$ cat src/rtl/nibble_link_pkg.sv
// Shared types for the nibble-split byte link.
// Byte assembly helper used by the receiver.
package nibble_link_pkg;

    typedef logic [3:0] nibble_t;
    typedef logic [7:0] byte_t;

    typedef enum logic {
        EXPECT_FIRST  = 1'b0,
        EXPECT_SECOND = 1'b1
    } rx_state_e;

    // Join the held first nibble with the second one.
    function automatic byte_t assemble(
        input nibble_t hold,
        input nibble_t nib,
        input logic    hi_first
    );
        return hi_first ? {hold, nib} : {nib, hold};
    endfunction

endpackage

$ cat src/rtl/nibble_link_fifo.sv
// Byte FIFO with first-word fall-through head.
// Head output keeps its last value while empty.
module nibble_link_fifo
    import nibble_link_pkg::*;
#(
    parameter int DEPTH = 4,
    localparam int AW = $clog2(DEPTH),
    localparam int LW = AW + 1
) (
    input  logic          clk,
    input  logic          rst_n,
    input  logic          push,
    input  byte_t         push_data,
    input  logic          pop_req,
    output logic          out_valid,
    output byte_t         out_data,
    output logic [LW-1:0] level
);

    byte_t          mem_q [DEPTH];
    byte_t          mem_d [DEPTH];
    logic [AW-1:0]  wr_q, wr_d;
    logic [AW-1:0]  rd_q, rd_d;
    logic [LW-1:0]  level_q, level_d;
    byte_t          last_q, last_d;
    logic           pop;

    assign out_valid = (level_q != '0);
    assign pop       = out_valid && pop_req;
    assign out_data  = out_valid ? mem_q[rd_q] : last_q;
    assign level     = level_q;

    // Pointer, level and storage updates for push/pop.
    always_comb begin
        mem_d   = mem_q;
        wr_d    = wr_q;
        rd_d    = rd_q;
        level_d = level_q;
        last_d  = last_q;
        if (out_valid) begin
            last_d = mem_q[rd_q];
        end
        if (push) begin
            mem_d[wr_q] = push_data;
            wr_d        = wr_q + AW'(1);
        end
        if (pop) begin
            rd_d = rd_q + AW'(1);
        end
        level_d = level_q + LW'(push) - LW'(pop);
    end

    // FIFO state registers.
    always_ff @(posedge clk or negedge rst_n) begin
        if (!rst_n) begin
            for (int i = 0; i < DEPTH; i++) begin
                mem_q[i] <= '0;
            end
            wr_q    <= '0;
            rd_q    <= '0;
            level_q <= '0;
            last_q  <= '0;
        end else begin
            mem_q   <= mem_d;
            wr_q    <= wr_d;
            rd_q    <= rd_d;
            level_q <= level_d;
            last_q  <= last_d;
        end
    end

endmodule

$ cat src/rtl/nibble_link_rx.sv
// Nibble link receiver: framing check, byte
// reassembly and buffered valid/ready output.
module nibble_link_rx
    import nibble_link_pkg::*;
#(
    parameter int DEPTH    = 4,
    parameter int ERR_W    = 8,
    parameter bit HI_FIRST = 1'b1,
    localparam int LW = $clog2(DEPTH) + 1
) (
    input  logic             clk,
    input  logic             rst_n,
    input  logic             in_valid,
    output logic             in_ready,
    input  logic [3:0]       in_nib,
    input  logic             in_first,
    output logic             out_valid,
    input  logic             out_ready,
    output logic [7:0]       out_data,
    output logic             frame_err,
    output logic [ERR_W-1:0] err_count,
    output logic [LW-1:0]    fifo_level
);

    rx_state_e        state_q, state_d;
    nibble_t          hold_q, hold_d;
    logic             ferr_q, ferr_d;
    logic [ERR_W-1:0] cnt_q, cnt_d;
    logic             accept;
    logic             push;
    logic             err;
    byte_t            push_data;

    assign in_ready  = (state_q == EXPECT_FIRST)
                    || (fifo_level < LW'(DEPTH));
    assign accept    = in_valid && in_ready;
    assign push_data = assemble(hold_q, in_nib, HI_FIRST);
    assign frame_err = ferr_q;
    assign err_count = cnt_q;

    // Framing FSM: next state, hold update, push and error flags.
    always_comb begin
        state_d = state_q;
        hold_d  = hold_q;
        push    = 1'b0;
        err     = 1'b0;
        if (accept) begin
            unique case (state_q)
                EXPECT_FIRST: begin
                    if (in_first) begin
                        hold_d  = in_nib;
                        state_d = EXPECT_SECOND;
                    end else begin
                        err = 1'b1;
                    end
                end
                EXPECT_SECOND: begin
                    if (in_first) begin
                        err    = 1'b1;
                        hold_d = in_nib;
                    end else begin
                        push    = 1'b1;
                        state_d = EXPECT_FIRST;
                    end
                end
                default: state_d = EXPECT_FIRST;
            endcase
        end
    end

    // Error pulse and saturating error count.
    always_comb begin
        ferr_d = err;
        cnt_d  = cnt_q;
        if (err && (cnt_q != '1)) begin
            cnt_d = cnt_q + ERR_W'(1);
        end
    end

    // Receiver state registers.
    always_ff @(posedge clk or negedge rst_n) begin
        if (!rst_n) begin
            state_q <= EXPECT_FIRST;
            hold_q  <= '0;
            ferr_q  <= 1'b0;
            cnt_q   <= '0;
        end else begin
            state_q <= state_d;
            hold_q  <= hold_d;
            ferr_q  <= ferr_d;
            cnt_q   <= cnt_d;
        end
    end

    nibble_link_fifo #(
        .DEPTH(DEPTH)
    ) u_fifo (
        .clk      (clk),
        .rst_n    (rst_n),
        .push     (push),
        .push_data(push_data),
        .pop_req  (out_ready),
        .out_valid(out_valid),
        .out_data (out_data),
        .level    (fifo_level)
    );

endmodule

$ cat config.mk
export PLATFORM = sky130hd
export DESIGN_NAME = nibble_link_rx
export DESIGN_NICKNAME = d
export VERILOG_FILES = /design/src/rtl/nibble_link_pkg.sv /design/src/rtl/nibble_link_fifo.sv /design/src/rtl/nibble_link_rx.sv
export SDC_FILE = /design/constraint.sdc
export NUM_CORES = 1
export LEC_CHECK = 0
export BUFFER_PORTS_ARGS = -buffer_cell sky130_fd_sc_hd__clkbuf_2
export CAP_MARGIN = 10
export CELL_PAD_IN_SITES_DETAIL_PLACEMENT = 2
export CELL_PAD_IN_SITES_GLOBAL_PLACEMENT = 2
export CORE_ASPECT_RATIO = 0.75
export CORE_UTILIZATION = 40
export DETAILED_ROUTE_END_ITERATION = 6
export PLACE_DENSITY_LB_ADDON = 0.05
export SKIP_CTS_REPAIR_TIMING = 1
export SLEW_MARGIN = 25
export SYNTH_ARGS = -nofsm -noshare
export SYNTH_HDL_FRONTEND = slang
export SYNTH_HIERARCHICAL = 1
export SYNTH_SLANG_ARGS = --single-unit
$ cat constraint.sdc
create_clock -name clk -period 4.33 [get_ports clk]
set_clock_uncertainty 0.1 [all_clocks]
set_input_delay 0.433 -clock clk [delete_from_list [all_inputs] [get_ports clk]]
set_output_delay 0.433 -clock clk [all_outputs]
set_load 0.1 [all_outputs]
==> results of run 1 <==
logic make-up (layout without fill, tap and decap cells):
| logic type | count (synthesis) | after routing | share of synthesized area [%] |
|---|---|---|---|
| flip-flops | 61 | 61 | 56.4 |
| multiplexers | 55 | 55 | 26.3 |
| AND/OR/NAND/NOR | 26 | 26 | 5.96 |
| buffers and inverters | 14 | 58 | 2.26 |
| adder cells (fa/ha/maj) | 9 | 9 | 4.43 |
| AO/OA/AOI/OAI | 9 | 9 | 2.08 |
| XOR/XNOR | 8 | 8 | 2.59 |
through the flow:
stage                     hold WS (ns)  std cells  cell area (sq um)  setup WS (ns)  utilization (%)
after detailed placement         0.389        291               2950           1.78             46.0
after floorplan                 0.0374        182               2710           1.15                -
after global routing            0.0728        307               3110           1.31             48.4
after CTS                       0.0490        307               3110           1.40             48.4
final                           0.0436        307               3110           1.45             48.4
after global placement           0.381        291               2950           1.80             46.0
synth_stat cells (2+ instances only):
master | count | area (sq um)
a21oi_1 | 2 | 10.0
and3_1 | 3 | 18.8
dfrtp_1 | 61 | 1530
ha_1 | 8 | 100
inv_1 | 10 | 37.5
mux2_2 | 46 | 518
mux4_2 | 8 | 180
nand2_1 | 8 | 30.0
nand3_1 | 4 | 20.0
nand3_2 | 2 | 20.0
nand4_1 | 3 | 18.8
o21ai_0 | 3 | 15.0
xnor2_1 | 5 | 43.8
xor2_1 | 3 | 26.3
metal layers:
metal  wire (um)  part of all wire, %
met1        2620                   44
met2        3050                   51
met3         245                  4.1
met4          57                 0.95
met5           0                    0
critical path, stage by stage (launching register included):
cell and delay, ns:
dfrtp_1 0.75, mux4_2 0.59, mux2_2 0.29, clkbuf_2 0.38
worst paths after layout:
| check | from | slack, ns | endpoint | depth (start not counted) |
|---|---|---|---|---|
| min in group clk | in_first | 0.28 | state_q | 3 |
| max in group asynchronous | rst_n | 3.15 | u_fifo/mem_q[2] | 2 |
| min | rst_n | 0.04 | u_fifo/last_q[6] | 1 |
| max reg2reg | u_fifo/level[2] | 1.84 | u_fifo/level[2] | 8 |
| min reg2reg | u_fifo/last_q[5] | 0.40 | u_fifo/last_q[5] | 1 |
| max | u_fifo/rd_q[0] | 1.45 | out_data[2] | 3 |
layout make-up:
| type | count | area (sq um) |
|---|---|---|
| sequential | 61 | 1530 |
| clock inverter | 5 | 27.5 |
| inverter | 11 | 41.3 |
| clock buffer | 11 | 131 |
| fill | 617 | 3310 |
| timing repair buffer | 31 | 158 |
| tap | 81 | 101 |
| multi-input combinational | 107 | 1120 |
state kept, by name, summed over array words and instances, names as in the netlist:
name	count
u_fifo/level	3
u_fifo/rd_q	2
frame_err	1
hold_q	4
u_fifo/last_q	8
err_count	8
u_fifo/mem_q	32
u_fifo/wr_q	2
state_q	1
==> run_results.csv, run 1 <==
group,metric,value,unit
placement,io_buffer_count,30,
critical_path,worstPathArrival,2.35,ns
critical_path,critical_path_class,"reg -> out",
sta,hold_violations,0,
clock_network,clock_latency,0.34,ns
route,routed_via_density,5.33,
worst_hold_path,hp-class,"in -> async",
grt,use_met1,23.2,%
synthesis,netlist_instances,182,
clock_network,cts_tree,"done",
critical_path,critPathCaptureType,"output pin",
route,route.detailed.drc,0,
cells_and_area,final_cell_mix,"61 x dfrtp_1, 46 x mux2_2, 30 x clkbuf_2",
grt,grt_first_pass_wirelength,9960,um
sta,worst_pin_slew,0.745,ns
grt,globalRouteMet3Util,6.66,%
die,rows,25,
grt,overflow,0,
route,wirelength,5970,um
sta,setup_viol,0,
synthesis,synth_area,2710,sq um
route,final_antenna_net_count,0,
synthesis,synth_ff_type,"dfrtp_1",
sta,drv_slew,0,
synthesis,ys_seq_elements,61,
critical_path,critPathMaxFanout,10,
cells_and_area,diodes,0,
route,drtIter0Drc,40,
clock_network,htree_num_levels,3,
die,dieArea,7110,sq um
cells_and_area,area_delta_synth_final,14.7,%
synthesis,synth_cell_types,30,
placement,gp_congestion,0.755,
clock_network,clk_pin_slew,0.07,ns
synthesis,yosysWarningCount,6,
die,pin_count,31,
clock_network,clockBufferDepth,2,
synthesis,synth-edff-count,0,
sta,rsz0062_at_grt,"no",
critical_path,critPathLaunchType,"register",
grt,top_usage_layer,"met2",
sta,max-slew-margin-rel,50.3,%
grt,grt_pass1_vias,1866,
die,core,6410,sq um
die,initial_core_util,42.2,%
cells_and_area,layout.nets,239,
route,vias,1636,
grt,antenna_found_initial,0,
clock_network,root_buffer,"clkbuf_8",
route,dr.pass1.iters,4,
route,wl_per_cell,19.4,um
grt,grt_start_max_net_pins,36,
placement,dpl.hpwl,4110,um
clock_network,cts_buffers,9,
synthesis,syn_avg_cell_area,14.9,sq um
cells_and_area,drive_above_1_share,46.9,%
clock_network,cts.sinks,61,
flow_run,maxCapViolCount,0,
synthesis,yosysSeqAreaShare,56.4,%
synthesis,syn_nets,200,
critical_path,critical_path_required,3.80,ns
cells_and_area,final_common_cell,"dfrtp_1",
die,dieWidth,97.0,um
sta,period_minus_slack,2.88,ns
run_status,outcome,"finished clean",
sta,fin_crit_sh,66.6,%
sta,clock.fmax,347,MHz
die,fp.dieH,73.3,um
sta,tns,0,ns
grt,grt_util_all_layers,19.2,%
grt,met2_usage,33.2,%
synthesis,synthArstFlopShare,100,%
Power of run 1 is left out: the tool's default activity adds up to more than one toggle a clock period on the data nets, which glitch-free logic cannot reach.
==> run 2, diff against run 1 <==
ABC_AREA = 1   (was unset)
CORE_UTILIZATION = 32   (was 40)
clock period = 2.4 ns   (was 4.33 ns; I/O delays follow)
==> run_results.csv, run 2 <==
group,metric,value,unit
grt,top_usage_layer,"met2",
grt,antenna_found_initial,0,
route,drtIter0Drc,45,
critical_path,rr_startpoint,"u_fifo/level[1]",
cells_and_area,largest_register_ffs,32,
critical_path,crit_chain,"nor2_1 > nand2_1 > nand2_1 > inv_1 > ha_1 > inv_1 > ha_1 > fa_1 > xnor2_2 > xor2_1",
route,route.detailed.drc,0,
grt,overflow,0,
critical_path,cpPeakStageDelay,0.43,ns
synthesis,synth_cell_types,24,
die,fp.dieH,86.1,um
grt,grt_pass1_vias,2601,
grt,use_met1,24.6,%
sta,tns,0,ns
grt,met2_usage,28.3,%
route,final_antenna_net_count,0,
critical_path,r2r_end,"u_fifo/level[2]",
synthesis,yosysWarningCount,6,
sta,hold_violations,0,
route,dr.pass1.iters,4,
synthesis,synth_area_leaders,"dfrtp_1 51%, nand2_1 16%, inv_1 6.2%",
critical_path,r2r_cells,10,
critical_path,path_depth,10,
synthesis,synth_area,3020,sq um
cells_and_area,drive_above_1_share,21.1,%
cells_and_area,regMostFlops,"u_fifo/mem_q",
synthesis,netlist_instances,364,
critical_path,critPathMaxFanout,4,
synthesis,synth_top_cell_by_area,"dfrtp_1",
cells_and_area,multi_input_area,1220,sq um
cells_and_area,final_common_cell,"nand2_1",
critical_path,critical_path_class,"reg -> reg",
grt,grt_util_all_layers,18.4,%
synthesis,yosysSeqAreaShare,50.6,%
synthesis,synth-xor-area-share,2.03,%
die,rows,30,
sta,setup_viol,0,
sta,clock.fmax,447,MHz
sta,period_minus_slack,2.24,ns
grt,grt_first_pass_wirelength,13400,um
synthesis,synthArstFlopShare,100,%
cells_and_area,diodes,0,
synthesis,yosysTopAreaCellShare,50.6,%
critical_path,critical_path_required,2.51,ns
synthesis,synth_ff_type,"dfrtp_1",
sta,rsz0062_at_grt,"no",
synthesis,yosys.area_share.simple,27.5,%
synthesis,synth-edff-count,0,
die,initial_core_util,33.1,%
synthesis,synth_compound_area_share,5.80,%
critical_path,worstPathArrival,2.35,ns
route,vias,2404,
critical_path,critPathSlowestCell,"dfrtp_2",
flow_run,maxCapViolCount,0,
critical_path,path_delay_family,"adder cells",
placement,gp_congestion,0.665,
route,wl_per_cell,14.8,um
die,dieWidth,114,um
clock_network,clockBufferDepth,2,
synthesis,syn_nets,382,
critical_path,reg2reg_slack,0.16,ns
sta,fin_crit_sh,93.2,%
placement,dpl.hpwl,5740,um
cells_and_area,seq_area,1530,sq um
cells_and_area,final_cell_mix,"122 x nand2_1, 58 x dfrtp_1, 50 x inv_1",
clock_network,root_buffer,"clkbuf_16",
clock_network,cts.sinks,61,
clock_network,clock_latency,0.33,ns
die,pin_count,31,
synthesis,muxShareOfSynthArea,0,%
synthesis,ys_seq_elements,61,
cells_and_area,area_delta_synth_final,19.7,%
critical_path,crit_start,"u_fifo/level[1]",
route,routed_via_density,4.53,
sta,timing.hold.ws,0.0549,ns
synthesis,synth.most_common_cell,"nand2_1",
route,wirelength,7870,um
clock_network,clk_pin_slew,0.05,ns
critical_path,crit_end,"u_fifo/level[2]",
critical_path,critPathLaunchType,"register",
die,dieArea,9830,sq um
grt,grt_start_max_net_pins,62,
sta,worst_pin_slew,0.559,ns
worst_hold_path,hp-class,"in -> reg",
cells_and_area,fillCellCount,1064,
clock_network,cts_tree,"done",
die,core,9120,sq um
clock_network,cts_buffers,9,
synthesis,syn_avg_cell_area,8.29,sq um
grt,globalRouteMet3Util,5.16,%
sta,drv_slew,0,
critical_path,critPathCaptureType,"register",
sta,max-slew-margin-rel,62.9,%
critical_path,critPathBufInv,2,
synthesis,synthTopCellsByCount,"130 x nand2_1, 61 x dfrtp_1, 50 x inv_1",
synthesis,synth_top_family_by_area,"simple AND/OR/NAND/NOR gates",
synthesis,synth_adder_area_share,3.98,%
placement,io_buffer_count,30,
cells_and_area,layout.nets,420,
clock_network,htree_num_levels,3,
run_status,outcome,"finished clean",
run 2: metal layers:
| metal | part of all wire, % | vias up |
|---|---|---|
| met3 | 3.6 | 11 |
| met2 | 44 | 36 |
| met4 | 1.5 | 0 |
| met1 | 51 | 1170 |
| met5 | 0 | - |
| li1 | - | 1187 |
run 2: logic make-up after synthesis:
logic type,Yosys count
compound gates,35
flops,61
simple gates,185
xor+xnor,7
fa+ha+maj,9
buf+inv,67
run 2: worst min-delay path, stage by stage:
cell and delay, ns:
clkbuf_2 0.09, nand3_1 0.07, nand2_1 0.05
run 2: worst min path at each step:
stage	from	end	slack (ns)	cells after the start
global route	in_nib[3]	hold_q[3]	0.07	3
detailed placement	rst_n	u_fifo/last_q[1]	0.19	2
finish	in_nib[3]	hold_q[3]	0.05	3
global placement	rst_n	u_fifo/level[1]	0.19	2
floorplan	rst_n	err_count[0]	-0.16	0
CTS	rst_n	u_fifo/level[1]	-0.17	2
run 2: stage by stage:
stage	std cells	utilization [%]	setup WS (ns)	cell area [sq um]
finish	531	39.6	0.162	3610
global route	531	39.6	0.00627	3610
CTS	530	39.4	0.104	3600
detailed placement	518	36.7	0.121	3350
global placement	518	36.7	0.275	3350
floorplan	364	-	0.0146	3050
run 2: area by class of cell:
class / count / area share [%]
Clock buffer: 12 / 6.82
Timing Repair Buffer: 37 / 6.51
Sequential cell: 61 / 42.3
Tap cell: 128 / 4.43
Inverter: 57 / 6.13
Multi-Input combinational cell: 236 / 33.8
Power of run 2 is left out for the same reason.
